`config.mk`:
```
export PLATFORM = sky130hd
export DESIGN_NAME = hex_scroll_ctrl
export DESIGN_NICKNAME = d
export VERILOG_FILES = /design/src/rtl/hex_scroll_ctrl.sv
export SDC_FILE = /design/constraint.sdc
export NUM_CORES = 1
export LEC_CHECK = 0
export ABC_CLOCK_PERIOD_IN_PS = 3100
export CORE_ASPECT_RATIO = 0.75
export CORE_MARGIN = 2
export CORE_UTILIZATION = 25
export DETAILED_ROUTE_END_ITERATION = 8
export PLACE_DENSITY = 0.46
export SLEW_MARGIN = 25
export SYNTH_ARGS = -nofsm -noshare
export SYNTH_HDL_FRONTEND = slang
export SYNTH_SLANG_ARGS = --single-unit
```
`constraint.sdc`:
```
create_clock -name CLOCK_50 -period 3.1 [get_ports CLOCK_50]
set_input_delay 0.62 -clock CLOCK_50 [delete_from_list [all_inputs] [get_ports CLOCK_50]]
set_output_delay 0.62 -clock CLOCK_50 [all_outputs]
set_load 0.1 [all_outputs]
```
`src/rtl/hex_scroll_ctrl.sv`:
```
// Six-digit scrolling message display: an 8-entry pattern buffer written from switches,
// shown on HEX5..HEX0 starting at a rotating offset that advances every TICK_DIV cycles.
//
// state | meaning
// ------+-----------------------------------------------------------
// IDLE  | scrolling paused, offset held, divider held at 0
// RUN   | divider counting, offset advances at each divider wrap
module hex_scroll_ctrl #(
  parameter int TICK_DIV = 25000000
) (
  input  logic       CLOCK_50,
  input  logic       RESET,
  input  logic [1:0] KEY,
  input  logic [9:0] SW,
  output logic [6:0] HEX0,
  output logic [6:0] HEX1,
  output logic [6:0] HEX2,
  output logic [6:0] HEX3,
  output logic [6:0] HEX4,
  output logic [6:0] HEX5,
  output logic [9:0] LEDR
);

  localparam int DIV_W = $clog2(TICK_DIV);
  localparam logic [DIV_W-1:0] DIV_LAST = DIV_W'(TICK_DIV - 1);
  localparam logic [DIV_W-1:0] DIV_ONE  = DIV_W'(1);
  localparam logic [6:0]       BLANK    = 7'h7F;

  typedef enum logic {
    IDLE = 1'b0,
    RUN  = 1'b1
  } state_t;

  logic [1:0]       key_s1;
  logic [1:0]       key_s2;
  logic [1:0]       key_prev;
  logic [1:0]       press_q;
  logic             wr_pulse;
  logic             tgl_pulse;

  logic [6:0]       msg_buf [8];
  logic [2:0]       wr_addr;
  logic [6:0]       wr_data;

  state_t           state_q;
  state_t           state_d;
  logic [DIV_W-1:0] div_q;
  logic [DIV_W-1:0] div_d;
  logic [2:0]       off_q;
  logic [2:0]       off_d;

  // Buttons idle high; flops reset to 1 so a key held through reset looks like a fresh press.
  always_ff @(posedge CLOCK_50 or posedge RESET) begin
    if (RESET) begin
      key_s1   <= 2'b11;
      key_s2   <= 2'b11;
      key_prev <= 2'b11;
      press_q  <= 2'b00;
    end else begin
      key_s1   <= KEY;
      key_s2   <= key_s1;
      key_prev <= key_s2;
      press_q  <= key_prev & ~key_s2;
    end
  end

  assign wr_pulse  = press_q[1];
  assign tgl_pulse = press_q[0];

  assign wr_addr = SW[9:7];
  assign wr_data = SW[6:0];

  always_ff @(posedge CLOCK_50 or posedge RESET) begin
    if (RESET) begin
      for (int i = 0; i < 8; i++) begin
        msg_buf[i] <= BLANK;
      end
    end else if (wr_pulse) begin
      msg_buf[wr_addr] <= wr_data;
    end
  end

  always_ff @(posedge CLOCK_50 or posedge RESET) begin
    if (RESET) begin
      state_q <= IDLE;
      div_q   <= '0;
      off_q   <= 3'd0;
    end else begin
      state_q <= state_d;
      div_q   <= div_d;
      off_q   <= off_d;
    end
  end

  // A pause landing on the terminal count takes priority over the step.
  always_comb begin
    state_d = state_q;
    div_d   = div_q;
    off_d   = off_q;
    case (state_q)
      IDLE: begin
        div_d = '0;
        if (tgl_pulse) begin
          state_d = RUN;
        end
      end
      RUN: begin
        if (tgl_pulse) begin
          state_d = IDLE;
          div_d   = '0;
        end else if (div_q == DIV_LAST) begin
          div_d = '0;
          off_d = off_q + 3'd1;
        end else begin
          div_d = div_q + DIV_ONE;
        end
      end
      default: begin
        state_d = IDLE;
        div_d   = '0;
      end
    endcase
  end

  // Index arithmetic is 3 bits wide so the window wraps around the buffer for free.
  assign HEX5 = msg_buf[off_q];
  assign HEX4 = msg_buf[off_q + 3'd1];
  assign HEX3 = msg_buf[off_q + 3'd2];
  assign HEX2 = msg_buf[off_q + 3'd3];
  assign HEX1 = msg_buf[off_q + 3'd4];
  assign HEX0 = msg_buf[off_q + 3'd5];

  assign LEDR = {(state_q == RUN), 6'b000000, off_q};

endmodule

```
# Word level (Yosys, flattened, before mapping)
# Cells that the tools add are included.
# W data, S select, Z words.
[word_totals]
reg_bits = 93
in_bits = 14
out_inout_bits = 52
elab_cells = 70
[op_classes]
addsub = 6
magnitude_cmp = 8
n_eq_ne = 1
mux = 27
bitwise_logic = 11
n_reduce_logical = 2
[ops]
columns = ["operator", "n"]
rows = [
  ["$bmux W7 S3", 6],
  ["$mux W7", 13],
  ["$bwmux W56", 1],
  ["$mux W25", 2],
  ["$pmux W25 S2", 1],
  ["$ge A4 B4 Y1 const B", 7],
  ["$not A3 Y4", 7],
  ["$add A25 B1 Y25 const B", 1],
  ["$eq A25 B25 Y1 const B", 1],
  ["$demux W7 S3", 1],
  ["$add A3 B2 Y3 const B", 2],
  ["$add A3 B3 Y3 const B", 2],
  ["$lt A4 B1 Y1 const B", 1],
  ["$add A3 B1 Y3 const B", 1],
  ["$reduce_and A3 Y1", 1],
  ["$and A2 B2 Y2", 1],
  ["$mux W1", 2],
  ["$not A1 Y1", 2],
  ["$not A2 Y2", 1],
  ["$pmux W1 S2", 1],
  ["$logic_and A1 B1 Y1", 1],
]

# Depth between registers and ports, before layout
# Gate-level depths: netlist (run 1).
[logic_depth]
ltp_word = 6
mapped_depth = 8

# Worst setup path after synthesis (run 1)
# Ideal clock, no wire load.
[synth_timing]
path_type = "register to output"
startpoint = "reg off_q[1]"
endpoint = "out HEX0[0]"
arrival_time_ns = 3.467
required_ns = 2.480
slack_ns = -0.987
stages_incl_launch_ff = 9
path_buffers = 3
cell_sequence = "dfrtp_1 buf_2 clkbuf_1 inv_1 ha_1 buf_1 mux4_2 nand2_1 nand2_1"
[synth_between]
elab_chain_len = 5
[synth_lines]
columns = ["element", "line", "rtl"]
rows = [
  ["from (decl)", "49", "logic [2:0] off_q;"],
  ["from (signal assigned)", "87", "off_q <= 3'd0;"],
  ["from (signal assigned)", "91", "off_q <= off_d;"],
  ["$add A3 B3 Y3", "131", "assign HEX0 = msg_buf[off_q + 3'd5];"],
  ["$not A3 Y4 (implied by the code)", "131", ""],
  ["$bmux W7 S3", "131", ""],
  ["$mux W7 (implied by the code) (2 in series)", "131", ""],
  ["to (decl)", "15", "output logic [6:0] HEX0,"],
]
# No other way between the ends. The select of a mux whose other input is x is not followed.

# Worst setup path after layout (run 1)
[layout_timing]
startpoint = "reg off_q[0]"
endpoint = "out HEX0[6]"
# Same word-level chain as after synthesis.

==> results of run 1 <==
[how the worst min path moves through the flow]
stage	start	to	slack, ns	cells past startpoint
3_3_place_gp	key_s1[0]$_DFF_PP1_	key_s2[0]$_DFF_PP1_	0.35	0
6_report	key_s1[0]$_DFF_PP1_	key_s2[0]$_DFF_PP1_	0.36	0
2_1_floorplan	key_s1[0]$_DFF_PP1_	key_s2[0]$_DFF_PP1_	0.35	0
3_5_place_dp	key_s1[0]$_DFF_PP1_	key_s2[0]$_DFF_PP1_	0.35	0
4_1_cts	key_s1[0]$_DFF_PP1_	key_s2[0]$_DFF_PP1_	0.36	0
5_1_grt	key_s1[0]$_DFF_PP1_	key_s2[0]$_DFF_PP1_	0.36	0
[final cells by class]
| class | count | area, um2 |
|---|---|---|
| Fill cell | 2228 | 15300 |
| Sequential cell | 93 | 2410 |
| Tap cell | 300 | 375 |
| Timing Repair Buffer | 79 | 1220 |
| Clock buffer | 11 | 233 |
| Inverter | 9 | 37.5 |
| Multi-Input combinational cell | 316 | 3400 |
| Clock inverter | 5 | 76.3 |
[through the flow]
stage               hold WS [ns]  cells  cell area [um2]  worst slack (ns)  power (mW)
floorplan                  0.345    450             6020           0.00313        3.46
global placement           0.345    795             7390             0.307        4.28
detailed placement         0.351    795             7390             0.257        4.31
CTS                        0.361    813             7730            0.0576        5.52
global route               0.362    813             7750          0.000800        5.67
finish                     0.358    813             7750             0.150        5.45
[layer usage]
metal  GRT usage, %  share of wire [%]  up-vias
met5              0                  0        -
met4           3.09               0.95        0
met3           3.19                4.9       11
met2           19.0                 45      104
met1           18.5                 49     2075
li1               -                  -     1813
[registers in the layout (all words and copies together), names as in the netlist]
signal,count
key_prev,2
msg_buf,56
key_s2,2
press_q,2
state_q,1
div_q,25
key_s1,2
off_q,3
[logic make-up (layout without fill, tap and decap cells)]
family	after synthesis	in the layout	share of synthesized area, %
buf+inv	41	104	3.40
mux	141	141	38.0
xor+xnor	17	17	2.55
compound gates	23	23	2.55
other cells	1	6	0.0642
simple gates	125	125	11.5
flops	93	93	41.1
fa+ha+maj	4	4	0.856
[timing repair]
| action | 4_1_cts | 5_1_grt |
|---|---|---|
| setup endpoints to repair | 1 | 3 |
| resized for setup | 0 | 3 |
| pin swaps | 1 | 0 |
| endpoints found under the hold margin | 0 | 0 |
| setup buffers | 2 | 0 |
[report_power, final]
| part | internal (mW) | total (mW) | switching (mW) |
|---|---|---|---|
| registers | 1.55 | 1.79 | 0.245 |
| logic | 1.00 | 2.48 | 1.48 |
| clock network | 0.704 | 1.17 | 0.470 |
| total | 3.26 | 5.45 | 2.19 |
[cells in the final DEF (no fill, tap or decap), types with 4 or more instances in the layout]
cell	n
a21oi_1	9
buf_12	46
buf_4	18
clkbuf_16	9
clkdlybuf4s50_1	13
conb_1	6
dfrtp_1	29
dfstp_2	62
inv_1	7
mux2_2	77
mux2_4	7
mux4_2	56
nand2_1	40
nand2_4	10
nand3_1	10
nand4_1	7
nor2_1	16
nor4_1	4
o31ai_1	8
or3_1	4
or4_1	6
xnor2_1	9
xor2_1	7
[critical path, cell delays in order (launching register included)]
cell and delay, ns:
dfrtp_2 0.42, buf_16 0.33, ha_1 0.35, xor2_1 0.23, buf_4 0.21, nand2_1 0.06
nand2_1 0.16, buf_12 0.20
==> out/results.txt, run 1 <==
Outcome - complete, no violations
Netlist cell types - 43
Detailed-router iteration count before antenna repair - 4
# DRC - 0
Critical Path Start Type - flop
Cells after Synth - 445
Setup Skew - 0.00681 ns
Post-layout min period - 2.95 ns
Worst Setup EP - HEX0[6]
Largest net degree at the start of global routing - 94
Port Buf Inserts - 59
Final setup fails - 0
Core area - 23000 um2
Share of layout cells above drive strength 1 - 60.2%
Max_slew headroom - 64.6%
Reg2Reg Setup Slack - 1.04 ns
Post-route ant nets - 0
WL per Instance - 18.4 um
Die Wd - 181 um
Reg2reg end - div_q[14]$_DFF_PP0_
Final Hold Vio Count - 0
Worst Path Class, Setup - reg2out
Hold Crit Class - reg2reg
Die extent in y - 136 um
Core Util, Final - 33.7%
DR vias/cell - 4.92
Synthesis-stage register bit count - 93
First-pass GRT wire length - 24100 um
Synthesis warning total - 0
Total Negative Setup Slacks - 0 ns
Cell with the most instances after synthesis - mux2_2
FFs w/ async S/R, synth - 100%
N_diodes - 0
CP Capture Type - output port
GR Util All Layers - 12.8%
Yosys top cell by area - dfstp_2
Clock net sink count - 93
IR drop worst, VDD - 399 uV
Arr. time, crit path - 2.33 ns
Crit share post-route - 95.2%
Post-Route WL - 15000 um
Top cells by count, synth - 84 x mux2_2, 62 x dfstp_2, 56 x mux4_2
Critical R2R Launch - div_q[15]$_DFF_PP0_
FP Rows - 48
Vias - 4003
Initial antenna violation count - 0
Leakage dissipation - 2.83 nW
R2R depth - 5
Gpl congestion - 0.750
Initial DRC count - 232
Slew Limit Fails - 0
Synth area leaders - dfstp_2 28%, mux4_2 22%, mux2_2 16%
Vias in the first global route - 4007
Bufs on Longest Clock Path - 2
Register area share after synthesis - 41.1%
Clk_lat worst skew - 0.35 ns
Die Area - 24600 um2
Ys flop type - dfstp_2
CTS tree - done
Worst slew pin tran - 0.526 ns
CP Max Fanout - 53
Root Buffer - clkbuf_16
Area of the mapped netlist - 5840 um2
Initial Util - 25.4%
RSZ-0062 raised after global routing - no
Area growth, synth to finish - 32.6%
EDFF count, synth - 0
Total gr overflow - 0
H-tree levels - 3
Nets - 526
Fmax - 339 MHz
Hold-fix buffers at CTS - 0
Max Cap Viol - 0
Critical path origin - off_q[0]$_DFFE_PP0P_
WP data required - 2.48 ns
PD cells - 703 nW/um2
Hpwl dp - 10200 um
Mean Syn Cell Area - 13.1 um2
Clock Pin Slew Worst Setup and Hold Paths - 0.07 ns
Post-synth top area share - 27.9%
CTS buffer count - 9
Ports - 66
(Power assumes the default switching activity.)
==> run 2, diff against run 1 <==
Settings changed: CORE_MARGIN 2 to default.
==> run 2 against run 1 <==
  * Via count rose by 2.3%
  * Clock power fell by 14%
  * Wire length rose by 2.3%
  * Critical path type unchanged
==> out/results.txt, run 2 (synthesis gave the netlist of run 1 again) <==
Clk pwr share - 19.1%
Vias - 4094
CTS tree - done
Reg with most FFs - msg_buf
Final Hold Vio Count - 0
Bufs on Longest Clock Path - 2
Port Buf Inserts - 59
Comb pwr share - 47.0%
Detailed-router iteration count before antenna repair - 4
Design area - 7720 um2
Worst slew pin tran - 0.617 ns
Critical Path Start Type - flop
Initial Util - 25.5%
Seq pwr share - 33.9%
Most frequent cells in the layout - 77 x mux2_2, 62 x dfstp_2, 56 x mux4_2, 46 x buf_12, 40 x nand2_1
Slew Limit Fails - 0
Largest regs - msg_buf x56, div_q x25, off_q x3
CP Max Fanout - 22
Max Cap Viol - 0
Leakage dissipation - 2.84 nW
Post-route ant nets - 0
Nets - 532
Largest net degree at the start of global routing - 67
FF/Latch Area - 2410 um2
Total Negative Setup Slacks - 0 ns
PD cells - 688 nW/um2
Switching Share - 41.8%
Clk_lat worst skew - 0.35 ns
H-tree levels - 3
Crit share post-route - 95.5%
First-pass GRT wire length - 24700 um
Total gr overflow - 0
Post-layout min period - 2.96 ns
# DRC - 0
CP Capture Type - output port
DR vias/cell - 5.00
N_diodes - 0
Initial antenna violation count - 0
Ports - 66
Hold Slack - 0.355 ns
Post-Route WL - 15300 um
Number of fill cells in the layout - 2247
Max_slew headroom - 58.9%
Wire length on met3 - 727 um
Die Area - 24000 um2
Setup Skew - 0.00782 ns
Wire length on met2 - 6920 um
Die Wd - 179 um
Placed Instance Area - 7450 um2
Area growth, synth to finish - 32.1%
Core area - 22900 um2
Clock Pin Slew Worst Setup and Hold Paths - 0.06 ns
IR drop worst, VDD - 277 uV
Net Sw Power - 2.22 mW
Area of the multi-input gates - 3390 um2
RSZ-0062 raised after global routing - no
Total chip power - 5.31 mW
Arr. time, crit path - 2.34 ns
Worst Path Class, Setup - reg2out
Hold Crit Class - reg2reg
FP Rows - 48
Vias in the first global route - 4115
Metal-1 WL - 7430 um
Hold-fix buffers at CTS - 0
Gpl congestion - 0.803
Root Buffer - clkbuf_16
Most common cell after layout, fill and taps aside - mux2_2
Die extent in y - 134 um
Share of layout cells above drive strength 1 - 61.1%
Top sig layer - met4
Max reg flops - 56
Pint - 3.09 mW
GR Util All Layers - 13.7%
Fmax - 338 MHz
CTS buffer count - 9
Core Util, Final - 33.7%
Hpwl dp - 11000 um
WP data required - 2.48 ns
Initial DRC count - 338
Outcome - complete, no violations
WL per Instance - 18.7 um
Clock net sink count - 93
Final setup fails - 0
-- run 2: changes by cell type in the layout (fill, tap and decap cells not counted) --
cell	previous run	this run
clkinv_1	1	0
buf_16	1	0
ha_4	1	0
buf_4	18	26
xnor2_1	9	8
buf_6	1	0
xnor2_2	0	1
ha_2	0	1
bufinv_16	2	0
clkinv_2	1	4
-- run 2: layout make-up --
type	count	area share, %
sequential	93	31.2
inverter	9	0.486
timing repair buffer	85	16.1
clock buffer	11	3.01
clock inverter	5	0.357
tap	300	4.86
multi-input combinational	316	44.0
-- run 2: worst max-delay path: stages (launching register included) --
cell     delay, ns
dfrtp_2       0.42
inv_2         0.05
ha_2          0.72
mux4_2        0.42
nand2_1       0.08
nand2_1       0.10
buf_12        0.18
-- run 2: power by group through the flow --
stage	sequential, mW	combinational, mW	clock, mW
2_1_floorplan	1.70	1.76	0
3_3_place_gp	1.80	2.50	0
3_5_place_dp	1.81	2.52	0
4_1_cts	1.79	2.52	1.06
5_1_grt	1.84	2.60	1.12
6_report	1.80	2.50	1.01
-- run 2: per-layer routing --
metal | global-route usage (%) | vias up
met5 | 0 | -
met4 | 4.14 | 0
met3 | 2.86 | 18
met2 | 20.4 | 109
met1 | 19.9 | 2140
li1 | - | 1827
-- run 2: worst paths after layout --
kind | startpoint | to | slack, ns | depth (start not counted)
max in group asynchronous | RESET | msg_buf[28]$_DFFE_PP1P_ | 2.01 | 3
worst min register to register | key_s1[1]$_DFF_PP1_ | key_s2[1]$_DFF_PP1_ | 0.36 | 0
worst max register to register | div_q[15]$_DFF_PP0_ | div_q[16]$_DFF_PP0_ | 0.79 | 5
min in group asynchronous | RESET | press_q[1]$_DFF_PP0_ | 0.73 | 3
worst max-delay path | off_q[0]$_DFFE_PP0P_ | HEX4[6] | 0.14 | 6
worst min-delay path | key_s1[1]$_DFF_PP1_ | key_s2[1]$_DFF_PP1_ | 0.36 | 0
-- run 2: stage by stage --
step           worst slack (ns)  std cells
2_1_floorplan           0.00313        450
4_1_cts                  0.0313        818
3_5_place_dp              0.385        802
5_1_grt                  0.0129        819
6_report                  0.138        819
3_3_place_gp              0.421        802
-- run 2: what timing repair did --
action	CTS	global route
pin swaps	0	1
endpoints found under the setup margin	1	4
setup buffers	0	1
resized for setup	1	0
==> run 3, diff against run 2 <==
Settings changed: CTS_BUF_LIST from default to sky130_fd_sc_hd__clkbuf_16.
==> run 3 against run 2 <==
  * Register-to-register slack about the same
  * Clock skew about the same
  * First-iteration DRC count decreased by 1.8%
  * Hold slack unchanged
  * Clock power about the same
  * Sequential share of layout area unchanged
  * Combinational power about the same
  * Setup slack improved by 0.0075 ns
  * Critical endpoint unchanged
  * Highest routed layer unchanged
==> out/results.txt, run 3 (synthesis gave the netlist of run 1 again) <==
Clk pwr share - 19.0%
Ports - 66
Most common cell after layout, fill and taps aside - mux2_2
CP Capture Type - output port
Hold-fix buffers at CTS - 0
Arr. time, crit path - 2.33 ns
Max_slew headroom - 58.8%
Core area - 22900 um2
PD cells - 687 nW/um2
Dpl cells - 802
Fin worst setup slack - 0.146 ns
Switching Share - 41.8%
Reg with most FFs - msg_buf
Pint - 3.09 mW
H-tree levels - 3
Clock net sink count - 93
Initial Util - 25.5%
First-pass GRT wire length - 24700 um
Post-Route WL - 15300 um
Total gr overflow - 0
Initial antenna violation count - 0
Pre-CTS setup slack - 0.385 ns
Nets - 532
Met1 Use GR - 19.9%
Hold Crit Class - reg2reg
Vias - 4097
Vias in the first global route - 4115
Global Route met3 Usage - 2.86%
Crit share post-route - 95.3%
CTS buffer count - 9
CP Max Fanout - 22
Die extent in y - 134 um
N_diodes - 0
Worst slew pin tran - 0.617 ns
Slew Limit Fails - 0
FP Rows - 48
Largest net degree at the start of global routing - 67
Seq pwr share - 33.9%
Hpwl dp - 11000 um
Met2 GRT Util - 20.4%
Max Cap Viol - 0
Initial DRC count - 332
Detailed-router iteration count before antenna repair - 4
Largest regs - msg_buf x56, div_q x25, off_q x3
WL per Instance - 18.7 um
Die Wd - 179 um
DR vias/cell - 5.00
RSZ-0062 raised after global routing - no
Area growth, synth to finish - 32.1%
Comb pwr share - 47.1%
Bufs on Longest Clock Path - 2
Core Util, Final - 33.7%
Most frequent cells in the layout - 77 x mux2_2, 62 x dfstp_2, 56 x mux4_2, 46 x buf_12, 40 x nand2_1
Post-route ant nets - 0
Final setup fails - 0
Die Area - 24000 um2
Final Hold Vio Count - 0
Clock Pin Slew Worst Setup and Hold Paths - 0.06 ns
Max reg flops - 56
Gpl congestion - 0.803
WP data required - 2.48 ns
Root Buffer - clkbuf_16
Post-Layout Cell Count - 819
Leakage dissipation - 2.85 nW
Fmax - 338 MHz
Post-layout min period - 2.95 ns
Total Negative Setup Slacks - 0 ns
Share of layout cells above drive strength 1 - 61.1%
# DRC - 0
Port Buf Inserts - 59
CTS tree - done
Clk_lat worst skew - 0.35 ns
Setup Skew - 0.00785 ns
Net Sw Power - 2.21 mW
Critical Path Start Type - flop
Outcome - complete, no violations
Top Usage Layer GRT - met2
IR drop worst, VDD - 277 uV
Worst Path Class, Setup - reg2out
GR Util All Layers - 13.7%
==> run 3: cell types whose count changed in the layout (fill, tap and decap cells not counted) <==
cell	previous run	this run
inv_1	7	9
clkbuf_1	2	0
==> run 3: final cells by class <==
type | instances | area [um2]
Inverter | 9 | 37.5
Tap cell | 300 | 375
Clock inverter | 7 | 35.0
Clock buffer | 9 | 225
Multi-Input combinational cell | 316 | 3390
Fill cell | 2247 | 15200
Timing Repair Buffer | 85 | 1250
Sequential cell | 93 | 2410
==> run 3: layer usage <==
| layer | share of wire (%) | wire length [um] |
|---|---|---|
| met1 | 48 | 7310 |
| met2 | 45 | 6910 |
| met3 | 5.4 | 832 |
| met4 | 1.7 | 267 |
| met5 | 0 | 0 |
==> run 3: final timing paths <==
path	from	endpoint	slack, ns	depth (start not counted)
worst min-delay path	key_s1[1]$_DFF_PP1_	key_s2[1]$_DFF_PP1_	0.36	0
min in group asynchronous	RESET	press_q[1]$_DFF_PP0_	0.73	3
max in group asynchronous	RESET	msg_buf[28]$_DFFE_PP1P_	2.02	3
worst max register to register	div_q[15]$_DFF_PP0_	div_q[16]$_DFF_PP0_	0.79	5
worst max-delay path	off_q[0]$_DFFE_PP0P_	HEX4[6]	0.15	6
worst min register to register	key_s1[1]$_DFF_PP1_	key_s2[1]$_DFF_PP1_	0.36	0
==> run 3: repair_timing <==
action,4_1_cts,5_1_grt
buffers inserted,0,1
endpoints found under the setup margin,1,4
cloned,0,0
pin swaps,0,1
gates resized for setup,1,0
==> run 3: worst max-delay path, stage by stage, from the launching register on <==
cell and delay, ns:
dfrtp_2 0.42, inv_2 0.05, ha_2 0.72, mux4_2 0.42, nand2_1 0.08, nand2_1 0.10
buf_12 0.18
==> run 3: power by group through the flow <==
stage                     clock [mW]  sequential [mW]  combinational (mW)
final                           1.01             1.80                2.50
after floorplan                    0             1.70                1.76
after global routing            1.12             1.84                2.60
after CTS                       1.05             1.79                2.52
after detailed placement           0             1.81                2.52
after global placement             0             1.80                2.50
==> run 3: metrics by stage <==
stage,area [um2],total power [mW],hold WS [ns]
after global placement,7450,4.29,0.350
after detailed placement,7450,4.33,0.347
after global routing,7720,5.56,0.363
after CTS,7710,5.37,0.357
final,7720,5.30,0.355
after floorplan,6020,3.46,0.345
